File: src/rtl/qu_instr_decode.sv
// Qu pipeline decode stage: RV32I field split, class and immediate generation,
// registered output behind a 2-entry skid buffer with a registered ready.
package qu_instr_decode_pkg;
  localparam int unsigned QU_INSTR_WIDTH = 32;
  localparam int unsigned QU_PC_WIDTH    = 12;
  localparam int unsigned OPC_W          = 7;
  localparam int unsigned REG_W          = 5;
  localparam int unsigned F3_W           = 3;
  localparam int unsigned F7_W           = 7;
  localparam int unsigned CLS_W          = 4;

  localparam logic [OPC_W-1:0] OP_LOAD   = 7'b0000011;
  localparam logic [OPC_W-1:0] OP_FENCE  = 7'b0001111;
  localparam logic [OPC_W-1:0] OP_IMM    = 7'b0010011;
  localparam logic [OPC_W-1:0] OP_AUIPC  = 7'b0010111;
  localparam logic [OPC_W-1:0] OP_STORE  = 7'b0100011;
  localparam logic [OPC_W-1:0] OP_REG    = 7'b0110011;
  localparam logic [OPC_W-1:0] OP_LUI    = 7'b0110111;
  localparam logic [OPC_W-1:0] OP_BRANCH = 7'b1100011;
  localparam logic [OPC_W-1:0] OP_JALR   = 7'b1100111;
  localparam logic [OPC_W-1:0] OP_JAL    = 7'b1101111;
  localparam logic [OPC_W-1:0] OP_SYSTEM = 7'b1110011;

  localparam logic [CLS_W-1:0] CLS_R     = 4'd0;
  localparam logic [CLS_W-1:0] CLS_IALU  = 4'd1;
  localparam logic [CLS_W-1:0] CLS_LOAD  = 4'd2;
  localparam logic [CLS_W-1:0] CLS_S     = 4'd3;
  localparam logic [CLS_W-1:0] CLS_B     = 4'd4;
  localparam logic [CLS_W-1:0] CLS_JAL   = 4'd5;
  localparam logic [CLS_W-1:0] CLS_JALR  = 4'd6;
  localparam logic [CLS_W-1:0] CLS_LUI   = 4'd7;
  localparam logic [CLS_W-1:0] CLS_AUIPC = 4'd8;
  localparam logic [CLS_W-1:0] CLS_SYS   = 4'd9;
  localparam logic [CLS_W-1:0] CLS_CSR   = 4'd10;
  localparam logic [CLS_W-1:0] CLS_FENCE = 4'd11;
  localparam logic [CLS_W-1:0] CLS_ILL   = 4'd15;

  typedef struct packed {
    logic [QU_PC_WIDTH-1:0]    pc;
    logic [OPC_W-1:0]          opcode;
    logic [REG_W-1:0]          rd;
    logic [REG_W-1:0]          rs1;
    logic [REG_W-1:0]          rs2;
    logic [F3_W-1:0]           funct3;
    logic [F7_W-1:0]           funct7;
    logic [QU_INSTR_WIDTH-1:0] imm;
    logic [CLS_W-1:0]          iclass;
    logic                      illegal;
  } dec_bundle_t;
endpackage

module qu_instr_decode
  import qu_instr_decode_pkg::*;
#(
  parameter int unsigned QU_INSTR_WIDTH = qu_instr_decode_pkg::QU_INSTR_WIDTH,
  parameter int unsigned QU_PC_WIDTH    = qu_instr_decode_pkg::QU_PC_WIDTH
) (
  input  logic                      clk,
  input  logic                      rst_n,
  input  logic                      flush_i,
  input  logic                      valid_i,
  output logic                      ready_o,
  input  logic [QU_INSTR_WIDTH-1:0] instr_i,
  input  logic [QU_PC_WIDTH-1:0]    pc_i,
  output logic                      valid_o,
  input  logic                      ready_i,
  output logic [QU_PC_WIDTH-1:0]    pc_o,
  output logic [6:0]                opcode_o,
  output logic [4:0]                rd_o,
  output logic [4:0]                rs1_o,
  output logic [4:0]                rs2_o,
  output logic [2:0]                funct3_o,
  output logic [6:0]                funct7_o,
  output logic [31:0]               imm_o,
  output logic [3:0]                iclass_o,
  output logic                      illegal_o
);

  typedef enum logic [1:0] {ST_EMPTY, ST_FULL, ST_SKID} state_e;

  state_e      state_q;
  dec_bundle_t out_q;
  dec_bundle_t skid_q;
  dec_bundle_t dec;
  logic        valid_q;
  logic        ready_q;

  logic [OPC_W-1:0] op;
  logic [REG_W-1:0] rd_f, rs1_f, rs2_f;
  logic [F3_W-1:0]  f3;
  logic [F7_W-1:0]  f7;
  logic [31:0]      imm_i, imm_s, imm_b, imm_j, imm_u;
  logic             ill;

  assign op    = instr_i[6:0];
  assign rd_f  = instr_i[11:7];
  assign f3    = instr_i[14:12];
  assign rs1_f = instr_i[19:15];
  assign rs2_f = instr_i[24:20];
  assign f7    = instr_i[31:25];
  assign imm_i = {{20{instr_i[31]}}, instr_i[31:20]};
  assign imm_s = {{20{instr_i[31]}}, instr_i[31:25], instr_i[11:7]};
  assign imm_b = {{19{instr_i[31]}}, instr_i[31], instr_i[7], instr_i[30:25], instr_i[11:8], 1'b0};
  assign imm_j = {{11{instr_i[31]}}, instr_i[31], instr_i[19:12], instr_i[20], instr_i[30:21], 1'b0};
  assign imm_u = {instr_i[31:12], 12'b0};

  // Combinational decode of the incoming word
  always_comb begin
    dec        = '0;
    ill        = 1'b0;
    dec.pc     = pc_i;
    dec.opcode = op;
    case (op)
      OP_REG: begin
        if (f7 == 7'h00 || (f7 == 7'h20 && (f3 == 3'b000 || f3 == 3'b101))) begin
          dec.rd = rd_f; dec.rs1 = rs1_f; dec.rs2 = rs2_f;
          dec.funct3 = f3; dec.funct7 = f7; dec.iclass = CLS_R;
        end else ill = 1'b1;
      end
      OP_IMM: begin
        dec.rd = rd_f; dec.rs1 = rs1_f; dec.funct3 = f3; dec.iclass = CLS_IALU;
        if (f3 == 3'b001 || f3 == 3'b101) begin
          // Shift-immediate: funct7 carries the arithmetic flag, imm is the shamt
          dec.funct7 = f7;
          dec.imm    = {27'b0, instr_i[24:20]};
          if (!(f7 == 7'h00 || (f3 == 3'b101 && f7 == 7'h20))) ill = 1'b1;
        end else dec.imm = imm_i;
      end
      OP_LOAD: begin
        dec.rd = rd_f; dec.rs1 = rs1_f; dec.funct3 = f3; dec.imm = imm_i; dec.iclass = CLS_LOAD;
        if (f3 == 3'b011 || f3 == 3'b110 || f3 == 3'b111) ill = 1'b1;
      end
      OP_STORE: begin
        dec.rs1 = rs1_f; dec.rs2 = rs2_f; dec.funct3 = f3; dec.imm = imm_s; dec.iclass = CLS_S;
        if (f3 > 3'b010) ill = 1'b1;
      end
      OP_BRANCH: begin
        dec.rs1 = rs1_f; dec.rs2 = rs2_f; dec.funct3 = f3; dec.imm = imm_b; dec.iclass = CLS_B;
        if (f3 == 3'b010 || f3 == 3'b011) ill = 1'b1;
      end
      OP_JAL: begin
        dec.rd = rd_f; dec.imm = imm_j; dec.iclass = CLS_JAL;
      end
      OP_JALR: begin
        dec.rd = rd_f; dec.rs1 = rs1_f; dec.funct3 = f3; dec.imm = imm_i; dec.iclass = CLS_JALR;
        if (f3 != 3'b000) ill = 1'b1;
      end
      OP_LUI: begin
        dec.rd = rd_f; dec.imm = imm_u; dec.iclass = CLS_LUI;
      end
      OP_AUIPC: begin
        dec.rd = rd_f; dec.imm = imm_u; dec.iclass = CLS_AUIPC;
      end
      OP_SYSTEM: begin
        if (f3 == 3'b000) begin
          dec.imm = imm_i; dec.iclass = CLS_SYS;
          if (!((instr_i[31:20] == 12'h000 || instr_i[31:20] == 12'h001) &&
                rs1_f == 5'd0 && rd_f == 5'd0)) ill = 1'b1;
        end else if (f3 == 3'b100) begin
          ill = 1'b1;
        end else begin
          dec.rd = rd_f; dec.rs1 = rs1_f; dec.funct3 = f3;
          dec.imm = {20'b0, instr_i[31:20]}; dec.iclass = CLS_CSR;
        end
      end
      OP_FENCE: begin
        dec.rs1 = rs1_f; dec.funct3 = f3; dec.imm = imm_i; dec.iclass = CLS_FENCE;
        if (f3 == 3'b000) dec.rd = rd_f;
        else if (f3 != 3'b001) ill = 1'b1;
      end
      default: ill = 1'b1;
    endcase
    if (instr_i[1:0] != 2'b11) ill = 1'b1;
    if (ill) begin
      dec.rd      = '0;
      dec.rs1     = '0;
      dec.rs2     = '0;
      dec.funct3  = f3;
      dec.funct7  = '0;
      dec.imm     = '0;
      dec.iclass  = CLS_ILL;
      dec.illegal = 1'b1;
    end
  end

  // Output/skid pipeline control; ready_o tracks "skid entry free"
  always_ff @(posedge clk or negedge rst_n) begin
    if (!rst_n) begin
      state_q <= ST_EMPTY;
      out_q   <= '0;
      skid_q  <= '0;
      valid_q <= 1'b0;
      ready_q <= 1'b1;
    end else if (flush_i) begin
      state_q <= ST_EMPTY;
      valid_q <= 1'b0;
      ready_q <= 1'b1;
    end else begin
      case (state_q)
        ST_EMPTY: begin
          if (valid_i && ready_q) begin
            out_q   <= dec;
            valid_q <= 1'b1;
            state_q <= ST_FULL;
          end
        end
        ST_FULL: begin
          if (valid_i && ready_q) begin
            if (ready_i) out_q <= dec;
            else begin
              skid_q  <= dec;
              ready_q <= 1'b0;
              state_q <= ST_SKID;
            end
          end else if (ready_i) begin
            valid_q <= 1'b0;
            state_q <= ST_EMPTY;
          end
        end
        ST_SKID: begin
          if (ready_i) begin
            out_q   <= skid_q;
            ready_q <= 1'b1;
            state_q <= ST_FULL;
          end
        end
        default: begin
          state_q <= ST_EMPTY;
          valid_q <= 1'b0;
          ready_q <= 1'b1;
        end
      endcase
    end
  end

  assign ready_o   = ready_q;
  assign valid_o   = valid_q;
  assign pc_o      = out_q.pc;
  assign opcode_o  = out_q.opcode;
  assign rd_o      = out_q.rd;
  assign rs1_o     = out_q.rs1;
  assign rs2_o     = out_q.rs2;
  assign funct3_o  = out_q.funct3;
  assign funct7_o  = out_q.funct7;
  assign imm_o     = out_q.imm;
  assign iclass_o  = out_q.iclass;
  assign illegal_o = out_q.illegal;

endmodule

File: config.mk
export PLATFORM = sky130hd
export DESIGN_NAME = qu_instr_decode
export DESIGN_NICKNAME = d
export VERILOG_FILES = /design/src/rtl/qu_instr_decode.sv
export SDC_FILE = /design/constraint.sdc
export NUM_CORES = 1
export LEC_CHECK = 0
export BUFFER_PORTS_ARGS = -buffer_cell sky130_fd_sc_hd__buf_2
export CAP_MARGIN = 20
export CELL_PAD_IN_SITES_DETAIL_PLACEMENT = 0
export CELL_PAD_IN_SITES_GLOBAL_PLACEMENT = 1
export CORE_MARGIN = 2
export CORE_UTILIZATION = 25
export CTS_CLUSTER_SIZE = 30
export DETAILED_ROUTE_END_ITERATION = 8
export GPL_ROUTABILITY_DRIVEN = 0
export GPL_TIMING_DRIVEN = 0
export PLACE_DENSITY_LB_ADDON = 0.1
export RECOVER_POWER = 25
export SLEW_MARGIN = 20
export SYNTH_ARGS = -nofsm -noshare
export SYNTH_HDL_FRONTEND = slang
export SYNTH_SLANG_ARGS = --single-unit
export TNS_END_PERCENT = 10
File: constraint.sdc
create_clock -name clk -period 5.74 [get_ports clk]
set_input_delay 0.574 -clock clk [delete_from_list [all_inputs] [get_ports clk]]
set_output_delay 0.574 -clock clk [all_outputs]
set_load 0.05 [all_outputs]
Word level (Yosys, flattened, before mapping)
Index checks and enable logic that the tools add are counted.

word-level totals
  logic and storage cells = 150
  register bits after elaboration = 166
  input port bits = 49
  output and inout bits = 83

cells by class
  magnitude comparators = 1
  bitwise gates (word level) = 2
  reduce and logical (&&, ||, !) cells = 32
  equality and inequality tests = 38
  multiplexer cells = 54

operators by type and width
  operator                                                                count
  81-bit two-way mux                                                      4
  81-bit one-hot mux with 3 select lines                                  1
  32-bit one-hot mux with 7 select lines                                  1
  62-bit two-way mux                                                      1
  4-bit one-hot mux with 10 select lines                                  1
  36-bit two-way mux                                                      1
  32-bit two-way mux                                                      1
  7-bit by 6-bit equality test with 1-bit output, second input constant   4
  7-bit equality test, second input constant                              4
  25-bit two-way mux                                                      1
  1-bit two-way mux                                                       21
  10-bit two-way mux                                                      2
  5-bit one-hot mux with 4 select lines                                   1
  3-bit inequality test, second input constant                            6
  16-bit two-way mux                                                      1
  4-bit AND reduction                                                     4
  5-bit one-hot mux with 3 select lines                                   1
  7-bit by 5-bit equality test with 1-bit output, second input constant   2
  2-bit inequality test, second input constant                            7
  7-bit one-hot mux with 2 select lines                                   1
  12-bit by 1-bit equality test with 1-bit output, second input constant  1
  3-bit equality test, second input constant                              4
  12-bit logical NOT                                                      1
  2-bit two-way mux                                                       6
  other kinds (29)                                                        50

Longest topological paths before layout
Gate-level depths: netlist (run 1).

  word-level depth = 12
  gate-level depth with buffers = 9
  gate-level depth less buffers = 6

Worst setup path after synthesis (run 1)
No wires, ideal clock.

  path type = input port to flip-flop
  from = input port instr_i[3]
  to = register out_q, in the netlist imm_o[10]
  setup time = 0.126 ns
  arrival time = 2.326 ns
  path buffers = 2
  stages = 8
  slack = 3.288 ns
  required time = 5.614 ns
  path through = buf_4 > or3_1 > a2111oi_1 > or2_2 > a2111oi_4 > and3_1 > buf_4 > a221o_1

on the way
  word-level cells in the longest chain between the ends = 8
  elaborated cells on any way between the ends = 22
  classes of those cells = eq/ne (11); mux (8); reduce/logical (3)

RTL lines
  what                                                                    RTL line  text
  start, declared                                                         63        input logic [QU_INSTR_WIDTH-1:0] instr_i,
  7-bit by 5-bit equality test with 1-bit output (tied with other cells)  113       case (op)
  3-bit OR reduction (no source line)                                     -
  1-bit one-hot mux with 9 select lines                                   113
  1-bit two-way mux                                                       173       if (instr_i[1:0] != 2'b11) ill = 1'b1;
  62-bit two-way mux (*)                                                  174       if (ill) begin
  81-bit two-way mux                                                      209       if (ready_i) out_q <= dec;
  81-bit two-way mux                                                      208       if (valid_i && ready_q) begin
  81-bit one-hot mux with 3 select lines (*)                              199       case (state_q)
  end signal, assigned                                                    222       out_q <= skid_q;
  end, declared                                                           82        dec_bundle_t out_q;

Mark *: on every way between the ends. The rest lies on a longest branch, timed or not. The select of a mux whose other input is x is not followed.
A chain may end at the register's enable or synchronous reset.

==> results of run 1 <==
## per-layer routing
metal	vias to the layer above	global-route usage	part of all wire
met5	-	0	0
met4	0	0.0452	0.014
met3	31	0.0268	0.033
met2	161	0.303	0.47
met1	3533	0.262	0.48
li1	3385	-	-
## per-stage QoR
| step | util | area [um2] |
|---|---|---|
| detailed placement | 0.294 | 9030 |
| global route | 0.313 | 9620 |
| global placement | 0.292 | 8970 |
| finish | 0.313 | 9620 |
| floorplan | - | 7850 |
| CTS | 0.313 | 9630 |
## worst reg2reg max path, stage by stage, from the launching register on
cell      delay [ns]
dfstp_2         0.58
and3b_1         0.16
clkbuf_1        0.25
o21bai_1        0.17
a21o_1          0.22
nor2_1          0.57
nand4_1         0.58
clkbuf_1        0.39
o21ai_0         0.25
## area by class of cell
type / count / area, um2 / area share
Clock inverter: 14 / 154 / 0.0160
Timing Repair Buffer: 127 / 679 / 0.0706
Clock buffer: 18 / 439 / 0.0457
Buffer: 69 / 294 / 0.0306
Tap cell: 396 / 495 / 0.0515
Sequential cell: 166 / 4160 / 0.432
Inverter: 14 / 52.6 / 0.00546
Multi-Input combinational cell: 619 / 3350 / 0.348
## placed cells by master, fill, tap and decap left out, types with 17 or more instances in the layout
cell type  instances
a21oi_1           50
nor2_1            54
dfrtp_1          165
a22oi_1           24
a31oi_1           24
buf_2            137
o31ai_1           28
nand2_1          203
and3_1            27
nand3_1           31
clkbuf_1          47
clkbuf_16         17
o21ai_0           47
## power by group
| part | switching, mW | internal [mW] |
|---|---|---|
| clock | 0.567 | 0.596 |
| combinational | 0.453 | 0.147 |
| sequential | 0.0681 | 1.29 |
| total | 1.09 | 2.03 |
## cells by family after synthesis
kind of cell | synth area share
compound gates | 0.200
xor+xnor | 0.00223
buf+inv | 0.0442
flops | 0.529
simple gates | 0.224
## flip-flops by register name, summed over array words and instances (netlist names), 3 cells and up
register,flops
iclass_o,4
pc_o,12
funct3_o,3
imm_o,32
skid_q,81
rs2_o,5
opcode_o,7
funct7_o,7
rd_o,5
rs1_o,5
## how the worst max path moves through the flow
stage	start	cells after the start	to
final	rst_n	1	skid_q[12]$_DFFE_PN0P_
after CTS	ready_o$_DFFE_PN1P_	8	imm_o[26]$_DFFE_PN0P_
after global routing	rst_n	1	skid_q[11]$_DFFE_PN0P_
after detailed placement	instr_i[27]	8	imm_o[26]$_DFFE_PN0P_
after floorplan	instr_i[3]	8	imm_o[10]$_DFFE_PN0P_
after global placement	rst_n	1	pc_o[4]$_DFFE_PN0P_
==> impl_metrics.ini, run 1 <==
[critical_path]
timing.rr.end = imm_o[26]$_DFFE_PN0P_
required_ns = 5.46
rr_worst_depth = 8
critPathMaxStageDelay_ns = 2.45
cp_cell_sequence = clkbuf_1
worstSetupPathType = primary input to asynchronous set/reset pin
crit_fanout = 59
arrival_ns = 3.10
cp.buffers_inverters = 1
worst_setup_path_start_kind = primary input
reg2reg_from = ready_o$_DFFE_PN1P_
r2r_setup_slack_ns = 2.50
slowest_stage = clkbuf_1
path_delay_family = buffers and inverters
crit_path_end_kind = asynchronous set/reset pin

[placement]
placed_cells = 1391
place_ws_ns = 2.27
dp_hpwl_um = 22300
place.port_buffers = 125

[pwr]
power_mw = 3.12
power_density_mw_per_mm2 = 324
p_leak_nw = 4.51
irDropWorstVdd_v = 0.000185

[grt]
gr-total-overflow = 0
grt_max_degree = 60
grt.total_usage = 0.187
antenna_found_initial = 0
grt_pass1_vias = 7293
grt_pass1_wl_um = 46600

[logic_synthesis]
yosys-top-cells-area = dfrtp_1, nand2_1, a21oi_1
ys_types = 66
synth_common_cells = nand2_1, dfrtp_1, nor2_1, a21oi_1, o21ai_0
synth_nets = 917
ys_seq_area_frac = 0.529
ys.flop_type = dfrtp_1
synth_cells = 868
synth_area_per_cell_um2 = 9.04
synth.most_common_cell = nand2_1
ys_ff_latch = 166
yosysTopAreaCell = dfrtp_1
synth_top_area_frac = 0.526
synthesis.area_mm2 = 0.00785
async_flop_share = 1.00
yosys_warnings = 0
synth_edf_count = 0

[worst_hold_path]
holdCritPathClass = primary input to flip-flop
min_delay_path_depth = 3
min_to = skid_q[71]$_DFFE_PN0P_
hold_path_startpoint = pc_i[2]

[cts]
postCtsHoldBufs = 0
cts.sinks = 166
post-cts-setup-buffers = 0
clockBufferDepth = 2
clk_pin_slew_worst_paths_ns = 0.07
cts_buffers = 17
worst_skew_pair.late_latency_ns = 0.44
cts_tree = built
cts_resized = 0
clockRootBuffer = clkbuf_16
cts_max_level = 4

[die]
coreArea_mm2 = 0.0307
dieArea_mm2 = 0.0328
fp.dieW_um = 181
initial_core_util = 0.255
rows = 64
fp.dieH_um = 181
pin_count = 132

[layout]
diodes = 0
drive_gt1_frac = 0.183
syn_to_final_growth_pct = 22.5
layout.nets = 1063
fill_cells = 3393
final_cells = 1423

[routing]
post-route-drc-count = 0
wl_per_cell_um = 21.1
wl_um = 30000
drt-initial-drc-count = 573
viasPerCell = 5.00
ant_nets = 0
first_pass_iters = 5
num_vias = 7110

[status]
violations = capacitance limit, slew limit
status = finished with violations

[timing]
tightest_slew_ns = 3.57
worst_slack_ns = 2.36
hold_viol = 0
whs_ns = 0.349
period_minus_slack_ns = 3.38
setup_viol = 0
fin_skew_ns = 0.0159
rsz0062_at_grt = false
fmax_ghz = 0.296
fin_crit_sh = 0.589
max_slew_margin = -1.38
setup_tns_ns = 0
slew_viol_final = 58

[run]
drv_cap = 1
(Power assumes the default switching activity.)
==> run 2: changes to the inputs <==
clock period = 3.5 ns   (was 5.74 ns; I/O delays follow)
==> impl_metrics.ini, run 2 (synthesis gave the netlist of run 1 again) <==
[cts]
cts_resized = 0
clockBufferDepth = 2
cts_buffers = 17
cts_max_level = 4
worst_skew_pair.late_latency_ns = 0.44
cts.sinks = 166
clk_pin_slew_worst_paths_ns = 0.07
post-cts-setup-buffers = 0
clockRootBuffer = clkbuf_16
cts_tree = built

[timing]
worst_slack_ns = 0.365
whs_ns = 0.125
period_minus_slack_ns = 3.14
fmax_ghz = 0.319
hold_viol = 0
fin_skew_ns = 0.0154
fin_crit_sh = 0.896
slew_viol_final = 59
max_slew_margin = -0.0627
setup_tns_ns = 0
tightest_slew_ns = 1.59
setup_viol = 0
rsz0062_at_grt = false

[layout]
layout_common_cells = nand2_1, dfrtp_1, buf_2, nor2_1, a21oi_1
fill_cells = 3393
final_common_cell = nand2_1
largest_register = skid_q
layout.nets = 1064
diodes = 0
largest_reg_flops = 81
final_area_mm2 = 0.00961
multi_input_area_mm2 = 0.00335
utilization = 0.312
syn_to_final_growth_pct = 22.4
final_cells = 1424
regArea_mm2 = 0.00416
drive_gt1_frac = 0.184

[routing]
wl_per_cell_um = 21.0
viasPerCell = 4.99
first_pass_iters = 5
wl_um = 30000
ant_nets = 0
drt-initial-drc-count = 505
post-route-drc-count = 0
num_vias = 7102

[status]
violations = capacitance limit, slew limit
status = finished with violations

[grt]
grt_pass1_wl_um = 46600
grt_pass1_vias = 7295
grtUsageMet3 = 0.0268
globalRouteMet2Util = 0.303
grt.busiest_layer = met2
use_met1 = 0.262
grt.total_usage = 0.187
grt_max_degree = 60
gr-total-overflow = 0
antenna_found_initial = 0

[placement]
dp_hpwl_um = 22300
place_ws_ns = 0.252
place.port_buffers = 125
placed_cells = 1391
place_area_mm2 = 0.00903

[critical_path]
required_ns = 3.84
crit_path_end_kind = flip-flop
worstSetupPathType = flip-flop to flip-flop
crit_fanout = 10
reg2reg_from = ready_o$_DFFE_PN1P_
worst_setup_path_start_kind = flip-flop
timing.critical_path.from = ready_o$_DFFE_PN1P_
arrival_ns = 3.47

[pwr]
power_density_mw_per_mm2 = 532
irDropWorstVdd_v = 0.000303
p_leak_nw = 4.51
power_mw = 5.11

[worst_hold_path]
hold_path_startpoint = pc_i[2]
holdCritPathClass = primary input to flip-flop

[die]
fp.dieH_um = 181
initial_core_util = 0.255
coreArea_mm2 = 0.0307
pin_count = 132
dieArea_mm2 = 0.0328
fp.dieW_um = 181
rows = 64

[run]
drv_cap = 1
## run 2: changes by cell type in the layout (fill, tap and decap cells not counted)
cell	change
buf_16	-1
clkbuf_4	+1
dlygate4sd3_1	+1
clkbuf_2	+1
clkbuf_1	-1
## run 2: cell type report
| class | count | area share |
|---|---|---|
| Inverter | 14 | 0.00547 |
| Timing Repair Buffer | 128 | 0.0698 |
| Clock inverter | 14 | 0.0160 |
| Tap cell | 396 | 0.0516 |
| Buffer | 69 | 0.0306 |
| Clock buffer | 18 | 0.0457 |
| Multi-Input combinational cell | 619 | 0.348 |
| Sequential cell | 166 | 0.432 |
## run 2: worst max-delay path, cell delays in order, from the launching register on
cell,delay (ns)
dfstp_2,0.58
and3b_1,0.16
clkbuf_1,0.25
o21bai_1,0.17
a21o_1,0.22
nor2_1,0.52
nand4_1,0.52
clkbuf_1,0.38
o21ai_0,0.25
## run 2: power breakdown
part / total, mW / leakage, nW / switching, mW / internal, mW
Combinational: 0.980 / 2.05 / 0.741 / 0.239
Clock: 1.91 / 0.288 / 0.933 / 0.978
Sequential: 2.22 / 2.17 / 0.112 / 2.11
Total: 5.11 / 4.51 / 1.79 / 3.33
## run 2: repair_timing
action	in CTS	in global routing
endpoints found under the setup margin	0	3
hold buffers	1	0
endpoints found under the hold margin	56	0
## run 2: worst paths after layout
path                                          end  slack, ns  cells past startpoint
setup / recovery            imm_o[26]$_DFFE_PN0P_       0.36                      8
hold / removal             skid_q[71]$_DFFE_PN0P_       0.13                      3
setup reg to reg            imm_o[26]$_DFFE_PN0P_       0.36                      8
hold reg to reg            skid_q[51]$_DFFE_PN0P_       0.46                      2
max in group asynchronous   skid_q[4]$_DFFE_PN0P_       0.90                      3
min in group asynchronous  skid_q[20]$_DFFE_PN0P_       0.82                      2
## run 2: routing by layer
metal / up-vias / share of wire
met3: 31 / 0.033
met4: 0 / 0.015
met5: - / 0
met2: 160 / 0.47
met1: 3525 / 0.48
li1: 3386 / -
